`config.mk`:
```
export PLATFORM = sky130hd
export DESIGN_NAME = mem_lsu_stage
export DESIGN_NICKNAME = d
export VERILOG_FILES = /design/src/rtl/mem_lsu_stage_pkg.sv /design/src/rtl/mem_load_align.sv /design/src/rtl/mem_lsu_stage.sv
export SDC_FILE = /design/constraint.sdc
export NUM_CORES = 1
export LEC_CHECK = 0
export ABC_AREA = 1
export CAP_MARGIN = 20
export CORE_MARGIN = 1
export CORE_UTILIZATION = 29
export CTS_CLUSTER_SIZE = 16
export DETAILED_ROUTE_END_ITERATION = 8
export GPL_ROUTABILITY_DRIVEN = 0
export PLACE_DENSITY = 0.69
export SLEW_MARGIN = 20
export SYNTH_ARGS = -nofsm -noshare
export SYNTH_HDL_FRONTEND = slang
export SYNTH_SLANG_ARGS = --single-unit
```
`constraint.sdc`:
```
create_clock -name clk -period 1.85 [get_ports clk]
set_clock_uncertainty 0.05 [all_clocks]
set_input_delay 0.37 -clock clk [delete_from_list [all_inputs] [get_ports clk]]
set_output_delay 0.37 -clock clk [all_outputs]
set_load 0.005 [all_outputs]
```
`src/rtl/mem_lsu_stage_pkg.sv`:
```
// Shared definitions for the MEM load/store stage: memop one-hot layout,
// FSM state encoding and drop-counter sizing helper.
package mem_lsu_stage_pkg;

    // One-hot memop vector {lwr,lwl,lw,lhu,lh,lbu,lb}, bit 0 = lb
    localparam int MMOP_W  = 7;
    localparam int MOP_LB  = 0;
    localparam int MOP_LBU = 1;
    localparam int MOP_LH  = 2;
    localparam int MOP_LHU = 3;
    localparam int MOP_LW  = 4;
    localparam int MOP_LWL = 5;
    localparam int MOP_LWR = 6;

    // IDLE: nothing outstanding for the instruction in MEM
    // WAIT: request issued, response not yet seen
    // HOLD: response captured in rbuf while the pipe is globally stalled
    typedef enum logic [1:0] {
        ST_IDLE = 2'd0,
        ST_WAIT = 2'd1,
        ST_HOLD = 2'd2
    } lsu_state_e;

    // Bits needed to count 0..max_outst orphaned responses
    function automatic int drop_cnt_w(input int max_outst);
        return (max_outst < 1) ? 1 : $clog2(max_outst + 1);
    endfunction

endpackage

```
`src/rtl/mem_load_align.sv`:
```
// Combinational load-data formatter: byte/half selection with sign or zero
// extension, full word pass-through, and LWL/LWR merge with the old rt.
module mem_load_align
    import mem_lsu_stage_pkg::*;
#(
    parameter bit EN_LWLR = 1'b1
)(
    input  logic [MMOP_W-1:0] memop,
    input  logic [1:0]        addr_low,
    input  logic [31:0]       rdata,
    input  logic [31:0]       rt,
    output logic [31:0]       result
);

    logic [7:0]  byte_sel;
    logic [15:0] half_sel;
    logic [31:0] lwl_res;
    logic [31:0] lwr_res;

    // Little-endian byte lane select
    always_comb begin
        byte_sel = rdata[7:0];
        case (addr_low)
            2'd0: byte_sel = rdata[7:0];
            2'd1: byte_sel = rdata[15:8];
            2'd2: byte_sel = rdata[23:16];
            2'd3: byte_sel = rdata[31:24];
            default: byte_sel = rdata[7:0];
        endcase
    end

    // Half-word select uses only the upper address bit
    assign half_sel = addr_low[1] ? rdata[31:16] : rdata[15:0];

    // LWL: low bytes of memory word fill the top of rt; LWR: high bytes fill the bottom
    always_comb begin
        lwl_res = rdata;
        lwr_res = rdata;
        case (addr_low)
            2'd0: begin
                lwl_res = {rdata[7:0],  rt[23:0]};
                lwr_res = rdata;
            end
            2'd1: begin
                lwl_res = {rdata[15:0], rt[15:0]};
                lwr_res = {rt[31:24],   rdata[31:8]};
            end
            2'd2: begin
                lwl_res = {rdata[23:0], rt[7:0]};
                lwr_res = {rt[31:16],   rdata[31:16]};
            end
            2'd3: begin
                lwl_res = rdata;
                lwr_res = {rt[31:8],    rdata[31:24]};
            end
            default: begin
                lwl_res = rdata;
                lwr_res = rdata;
            end
        endcase
    end

    // Result mux driven by the one-hot memop; no bit set yields zero
    always_comb begin
        result = 32'h0;
        if (memop[MOP_LB])
            result = {{24{byte_sel[7]}}, byte_sel};
        else if (memop[MOP_LBU])
            result = {24'h0, byte_sel};
        else if (memop[MOP_LH])
            result = {{16{half_sel[15]}}, half_sel};
        else if (memop[MOP_LHU])
            result = {16'h0, half_sel};
        else if (memop[MOP_LW])
            result = rdata;
        else if (memop[MOP_LWL])
            result = EN_LWLR ? lwl_res : 32'h0;
        else if (memop[MOP_LWR])
            result = EN_LWLR ? lwr_res : 32'h0;
    end

endmodule

```
`src/rtl/mem_lsu_stage.sv`:
```
// MEM pipeline stage for a variable-latency data bus. Waits for the bus
// response of the instruction in MEM, buffers it across global stalls,
// discards responses orphaned by flushes, and registers results towards WB.
module mem_lsu_stage
    import mem_lsu_stage_pkg::*;
#(
    parameter int MAX_OUTST = 2,
    parameter bit EN_LWLR   = 1'b1
)(
    input  logic              clk,
    input  logic              rst,
    input  logic              in_valid,
    input  logic [31:0]       in_inst,
    input  logic [31:0]       in_pc,
    input  logic              in_inslot,
    input  logic [MMOP_W-1:0] in_memop,
    input  logic [1:0]        in_addr_low,
    input  logic              in_req_issued,
    input  logic              in_is_load,
    input  logic [4:0]        in_waddr,
    input  logic [31:0]       in_wdata,
    input  logic              in_wren,
    input  logic              stall_i,
    input  logic              flush_i,
    input  logic              dbus_data_ok,
    input  logic [31:0]       dbus_rdata,
    output logic              out_valid,
    output logic [31:0]       out_inst,
    output logic [31:0]       out_pc,
    output logic              out_inslot,
    output logic [4:0]        out_waddr,
    output logic [31:0]       out_wdata,
    output logic              out_wren,
    output logic              bp_valid,
    output logic [31:0]       bp_wdata,
    output logic              stall_o,
    output logic              drop_full
);

    localparam int             DCW      = drop_cnt_w(MAX_OUTST);
    localparam logic [DCW-1:0] DROP_MAX = DCW'(MAX_OUTST);
    localparam logic [DCW-1:0] DROP_ONE = DCW'(1);

    lsu_state_e     state_reg, state_next;
    logic [DCW-1:0] drop_cnt_reg, drop_cnt_next;
    logic           rbuf_vld_reg;
    logic [31:0]    rbuf_reg;

    logic           out_valid_reg;
    logic [31:0]    out_inst_reg;
    logic [31:0]    out_pc_reg;
    logic           out_inslot_reg;
    logic [4:0]     out_waddr_reg;
    logic [31:0]    out_wdata_reg;
    logic           out_wren_reg;

    logic           drop_zero;
    logic           need;
    logic           got;
    logic           en;
    logic           capture;
    logic [31:0]    rdata_sel;
    logic [31:0]    align_res;

    // A response belongs to the instruction in MEM only once all orphans are drained
    assign drop_zero = (drop_cnt_reg == '0);
    assign need      = in_valid & in_req_issued;
    assign got       = rbuf_vld_reg | (dbus_data_ok & drop_zero);
    assign stall_o   = need & ~got & ~flush_i;
    assign en        = ~stall_i & ~stall_o;
    assign drop_full = (drop_cnt_reg == DROP_MAX);

    // Own response arriving while the pipe is held must be parked in rbuf
    assign capture   = need & stall_i & ~rbuf_vld_reg & dbus_data_ok & drop_zero;

    assign rdata_sel = rbuf_vld_reg ? rbuf_reg : dbus_rdata;

    assign bp_valid  = in_valid & in_wren & ~in_is_load;
    assign bp_wdata  = in_wdata;

    assign out_valid  = out_valid_reg;
    assign out_inst   = out_inst_reg;
    assign out_pc     = out_pc_reg;
    assign out_inslot = out_inslot_reg;
    assign out_waddr  = out_waddr_reg;
    assign out_wdata  = out_wdata_reg;
    assign out_wren   = out_wren_reg;

    mem_load_align #(
        .EN_LWLR (EN_LWLR)
    ) u_align (
        .memop    (in_memop),
        .addr_low (in_addr_low),
        .rdata    (rdata_sel),
        .rt       (in_wdata),
        .result   (align_res)
    );

    // Drop counter: orphan responses retire first; a flush with our response
    // still pending adds one. Both in the same cycle cancel out.
    always_comb begin
        drop_cnt_next = drop_cnt_reg;
        if (dbus_data_ok && !drop_zero)
            drop_cnt_next = drop_cnt_next - DROP_ONE;
        if (flush_i && need && !got && (drop_cnt_next != DROP_MAX))
            drop_cnt_next = drop_cnt_next + DROP_ONE;
    end

    // Drop counter register
    always_ff @(posedge clk) begin
        if (rst)
            drop_cnt_reg <= '0;
        else
            drop_cnt_reg <= drop_cnt_next;
    end

    // FSM next state; flush always returns to IDLE
    always_comb begin
        state_next = state_reg;
        if (flush_i) begin
            state_next = ST_IDLE;
        end else begin
            case (state_reg)
                ST_IDLE: begin
                    if (capture)
                        state_next = ST_HOLD;
                    else if (stall_o)
                        state_next = ST_WAIT;
                end
                ST_WAIT: begin
                    if (capture)
                        state_next = ST_HOLD;
                    else if (en)
                        state_next = ST_IDLE;
                end
                ST_HOLD: begin
                    if (!stall_i)
                        state_next = ST_IDLE;
                end
                default: state_next = ST_IDLE;
            endcase
        end
    end

    // FSM state register
    always_ff @(posedge clk) begin
        if (rst)
            state_reg <= ST_IDLE;
        else
            state_reg <= state_next;
    end

    // One-entry response buffer, consumed when the output register advances
    always_ff @(posedge clk) begin
        if (rst) begin
            rbuf_vld_reg <= 1'b0;
            rbuf_reg     <= 32'h0;
        end else if (flush_i || en) begin
            rbuf_vld_reg <= 1'b0;
        end else if (capture) begin
            rbuf_vld_reg <= 1'b1;
            rbuf_reg     <= dbus_rdata;
        end
    end

    // Output register to WB: flush kills, advance loads, bus wait inserts a bubble
    always_ff @(posedge clk) begin
        if (rst) begin
            out_valid_reg  <= 1'b0;
            out_inst_reg   <= 32'h0;
            out_pc_reg     <= 32'h0;
            out_inslot_reg <= 1'b0;
            out_waddr_reg  <= 5'h0;
            out_wdata_reg  <= 32'h0;
            out_wren_reg   <= 1'b0;
        end else if (flush_i) begin
            out_valid_reg  <= 1'b0;
            out_wren_reg   <= 1'b0;
        end else if (en) begin
            out_valid_reg  <= in_valid;
            out_inst_reg   <= in_inst;
            out_pc_reg     <= in_pc;
            out_inslot_reg <= in_inslot;
            out_waddr_reg  <= in_waddr;
            out_wdata_reg  <= in_is_load ? align_res : in_wdata;
            out_wren_reg   <= in_valid & in_wren;
        end else if (!stall_i) begin
            out_valid_reg  <= 1'b0;
            out_wren_reg   <= 1'b0;
        end
    end

endmodule
```
Yosys cells after proc, flatten, opt, wreduce, memory -nomap -nowiden --
Cells that the tools add are included.
Storage, ports and cells: word-level logic and storage cells 68, input port bits 152, register bits 139, output and inout port bits 139
Cells by class: equality and inequality tests 6, bitwise operators 19, mux-type cells 18, add/subtract/negate cells 2, reductions and logical operators 13
Operators with widths (number):
- $mux 32 | 9
- $pmux 32 s4 | 2
- $pmux 8 s4 | 1
- $mux 16 | 1
- $and 1x1->1 | 11
- $not 1->1 | 7
- $eq 2x2->1 const B | 3
- $logic_and 1x1->1 | 4
- $logic_not 2->1 | 2
- $mux 2 | 2
- $reduce_and 2->1 | 2
- $reduce_or 2->1 | 2
- $mux 1 | 3
- $add 2x1->2 const B | 1
- $eq 2x1->1 const B | 1
- $logic_not 1->1 | 2
- $ne 2x1->1 const B | 1
- $ne 2x2->1 const B | 1
- $sub 2x1->2 const B | 1
- $logic_or 1x1->1 | 1
- $or 1x1->1 | 1

Depth between registers and ports, before layout --
depth after elaboration 11, depth in mapped cells 17, gate-level depth less buffers 15

Modules after synthesis --
A second synthesis with hierarchy kept.
Second synthesis, totals: cell total of the unflattened synthesis 1685, area total of the unflattened synthesis 9485.3 µm²
By module, submodules not included:
- mem_lsu_stage | area an instance 6767.7 µm², sequential area each 2782.7 µm², instances 1, cells each 1082
- mem_load_align | area an instance 2717.6 µm², sequential area each 0.0 µm², instances 1, cells each 603

Worst setup path before layout --
No wires, ideal clock.
kind register -> register, from register drop_cnt_reg[0], to register drop_cnt_reg[1], stages on the path, launching flop included 10, slack -0.060 ns, path buffers 0, data required time 1.730 ns, data arrival time 1.789 ns, period minus slack after synthesis 1.910 ns, setup time 0.070 ns, path through dfxtp_1 inv_1 ha_1 inv_1 nand2_1 xor2_1 ha_1 or3_1 or2_2 a21oi_1
Between the ends: word-level cells in the longest chain between the ends 7, elaborated cells between the ends (all ways) 13, classes of those cells 2 x add/sub; 1 x eq/ne; 2 x mux; 2 x bitwise; 6 x reduce/logical
RTL lines:
- start: declaration | line mem_lsu_stage.sv:45 | logic [DCW-1:0] drop_cnt_reg, drop_cnt_next;
- start signal: assignment | line mem_lsu_stage.sv:114 | drop_cnt_reg <= drop_cnt_next;
- branches (longest 6 deep; another with $sub 2x1->2)
- $mux 2 * | line mem_lsu_stage.sv:105 | if (flush_i && need && !got && (drop_cnt_next != DROP_MAX))
Every way passes the cells marked *. A chain may end at the register's enable or synchronous reset.

Final worst setup path --
from register rbuf_vld_reg, to register out_wdata_reg[27] (netlist: out_wdata[27])
Between the ends: word-level cells in the longest chain between the ends 10, elaborated cells between the ends (all ways) 20, classes of those cells 13 x mux; 6 x bitwise; 1 x reduce/logical
RTL lines:
- start: declaration | line mem_lsu_stage.sv:46 | logic rbuf_vld_reg;
- start signal: assignment | line mem_lsu_stage.sv:156 | rbuf_vld_reg <= 1'b0;
- start signal: assignment | line mem_lsu_stage.sv:159 | rbuf_vld_reg <= 1'b0;
- start signal: assignment | line mem_lsu_stage.sv:161 | rbuf_vld_reg <= 1'b1;
- $mux 32 | line mem_lsu_stage.sv:76 | assign rdata_sel = rbuf_vld_reg ? rbuf_reg : dbus_rdata;
- $pmux 32 s4 | line mem_load_align.sv:39 | case (addr_low)
- $mux 32 | line mem_load_align.sv:78 | else if (memop[MOP_LWR])
- $mux 32 | line mem_load_align.sv:76 | else if (memop[MOP_LWL])
- $mux 32 | line mem_load_align.sv:74 | else if (memop[MOP_LW])
- $mux 32 | line mem_load_align.sv:72 | else if (memop[MOP_LHU])
- $mux 32 | line mem_load_align.sv:70 | else if (memop[MOP_LH])
- $mux 32 | line mem_load_align.sv:68 | else if (memop[MOP_LBU])
- $mux 32 | line mem_load_align.sv:66 | if (memop[MOP_LB])
- $mux 32 | line mem_lsu_stage.sv:185 | out_wdata_reg <= in_is_load ? align_res : in_wdata;
- end signal: assignment | line mem_lsu_stage.sv:185
- end: declaration | line mem_lsu_stage.sv:54 | logic [31:0] out_wdata_reg;
Parallel ways exist; a longest one is shown, timed or not.

==> impl_results.md <==
- Status: finished, violations left
- Failing checks: negative setup slack
- Starting Density: 0.297
- Port bufs: 290
- Final hold vios: 0
- Worst reg-to-reg path cell count: 13
- Avg Synthesized Cell Area: 5.96 sq um
- Worst hold-check path type: register to register
- N_diodes: 0
- Placed insts: 2,124
- Antenna viol nets, final: 0
- Crit. Startpoint: rbuf_vld_reg
- Final core occ: 0.508
- Die width: 172 microns
- Setup violators final: 21
- Post-DP HPWL: 24,800 microns
- Routed Wire Length: 36,000 microns
- WP data arrival: 2190 ps
- Area growth syn-to-layout: 70.7%
- Root Buffer: clkbuf_16
- Most frequent cells in the layout: nand2_1, clkdlybuf4s50_1, a21oi_1, buf_4, dfxtp_1
- Gr ovfl total: 0
- Post-Syn Nets: 1,557
- Reg-to-reg endpoint: out_wdata[27]
- Initial antenna violation count: 0
- Max-slew headroom: 0.625
- XOR/XNOR Fraction of Synth Area: 0.00105
- R2r startpoint: rbuf_vld_reg
- CTS HTree Levels: 4
- Fin cells: 2,195
- Multiplexer share of the synthesized area: 0
- # hold bufs at CTS: 0
- Post-synthesis register bit count: 139
- Clock Sink Count: 139
- Synth Area in Adders: 0.00449
- Fmax: 0.522 GHz
- Yosys cell types: 31
- Simple-Gate Fraction of Synth Area: 0.362
- DR WL/cell: 16.4 microns
- Final period util: 1.03
- Maximum vdd ir drop: 530 uV
- # IOs: 291
- Leakage power: 0.00617 uW
- Main combinational cell family by area after synthesis: simple AND/OR/NAND/NOR gates
- Post-synthesis compound-gate area fraction: 0.192
- Sequential share of the synthesized area: 0.333
- Worst-skew pair later-pin latency: 440 ps
- Site Rows: 61
- Power per cell area: 687 nW/um^2
- Layout Nets: 1,959
- Clock edge transition at the registers on the reported setup and hold paths: 80 ps
- Commonest non-fill, non-tap cell in the layout: nand2_1
- R2r setup slk: -60 ps
- Synthesized area: 8350 sq um
- Vias: 10,900
- First-pass GRT wire length: 53,100 microns
- Filler Cell Count: 2,824
- Number of global-route vias before repair: 10,200
- Initial DRC count: 786
- Power Total: 9800 uW
- Pre-antenna DRT Iters: 5
- Worst-margin pin slew: 563 ps
- Syn Inst Count: 1,402
- Min cycle time layout: 1910 ps
- Via density per instance: 4.98
- RSZ-0062 raised after global routing: yes
- Fin. max-slew vios: 0
- Total GRT Usage: 0.231
- Min Hold Slack: 409 ps
- Largest fanout on the critical path: 11
- Chip Height: 172 microns
- Crit path capture type: register
- Setup crit end: out_wdata[27]
- Layout cells sized above 1: 0.202
- Clock Path Buffers: 2
- Required time of the worst setup path: 2120 ps
- CTS buffer count: 17
- Startpoint types: register
- Die area: 29,500 sq um
- CTS tree: done
- Setup WS post-layout: -64.3 ps
- Core ar.: 28,100 sq um
- # DRC: 0
- MaxCap Viol Count: 0
- Warnings from Yosys: 0
- WS Path Type: register to register
- Pin count of the biggest net entering global routing: 116
metal layers:
layer  vias up  share of wire  GRT usage
li1       5313              -          -
met1      4965           0.41      0.289
met2       576           0.47      0.378
met3        81          0.092     0.0564
met4         0          0.029     0.0967
met5         -              0          0
synth_stat cells, drive strengths merged:
| master | count | area [sq um] |
|---|---|---|
| o31ai | 1 | 7.51 |
| xor2 | 1 | 8.76 |
| ha | 3 | 37.5 |
| a21oi | 194 | 975 |
| buf | 70 | 430 |
| a31oi | 1 | 6.26 |
| nand3 | 67 | 335 |
| o22ai | 1 | 6.26 |
| nand4 | 17 | 106 |
| inv | 65 | 244 |
| o21ai | 101 | 505 |
| dfxtp | 139 | 2780 |
| o21a | 2 | 15.0 |
| o211ai | 12 | 90.1 |
| clkinv | 5 | 18.8 |
| nand2 | 630 | 2370 |
| and2 | 1 | 6.26 |
| nor2 | 19 | 88.8 |
| or2 | 13 | 81.3 |
| clkbuf | 53 | 199 |
| nor3 | 6 | 35.0 |
| or3 | 1 | 6.26 |
metrics by stage:
stage	cell area, sq um	setup slack [ps]	setup TNS (ps)
6_report	14300	-64.3	-503
5_1_grt	14300	-163	-9840
4_1_cts	13700	-84.0	-3450
3_5_place_dp	12700	-612	-43260
3_3_place_gp	12700	-559	-39510
2_1_floorplan	8380	14.9	0
cell type report:
type	count	area (sq um)	area share
Multi-Input combinational cell	1070	5060	0.355
Timing Repair Buffer	506	5020	0.352
Sequential cell	139	2790	0.196
Tap cell	378	473	0.0332
Clock buffer	17	425	0.0298
Inverter	70	275	0.0193
Clock inverter	15	215	0.0151
cell families after synthesis:
family / after synthesis
xor+xnor: 1
buf+inv: 193
simple gates: 754
fa+ha+maj: 3
flops: 139
compound gates: 312
power breakdown:
part           total, uW  leakage, uW  switching (uW)  internal [uW]
clock network       3830     0.000316            1620           2210
registers           3230      0.00114            83.2           3140
logic               2740      0.00472            1320           1420
worst max-delay path, cell delays in order (launching register included):
cell,delay [ps]
dfxtp_4,390
inv_8,60
clkbuf_16,160
nand2_1,100
nand2_4,90
nand2_1,70
nand4_1,240
buf_4,240
a21oi_1,120
o21ai_1,80
nand2_1,60
nand2_1,50
nand2_1,60
a21oi_1,60
how the worst min path moves through the flow:
stage	startpoint	endpoint	slack, ps	cells after the start
after CTS	rbuf_reg[5]	rbuf_reg[5]	410	2
after detailed placement	rbuf_reg[5]	rbuf_reg[5]	400	2
after floorplan	rbuf_reg[5]	rbuf_reg[5]	380	2
final	rbuf_reg[5]	rbuf_reg[5]	410	2
after global routing	rbuf_reg[7]	rbuf_reg[7]	430	2
after global placement	rbuf_reg[5]	rbuf_reg[5]	390	2
repair_timing:
action / in CTS / in global routing
resized for setup: 80 / 112
setup buffers: 17 / 11
pin swaps: 44 / 47
cloned: 3 / 9
endpoints found under the setup margin: 56 / 116
Power figures use the tool's default switching activity.
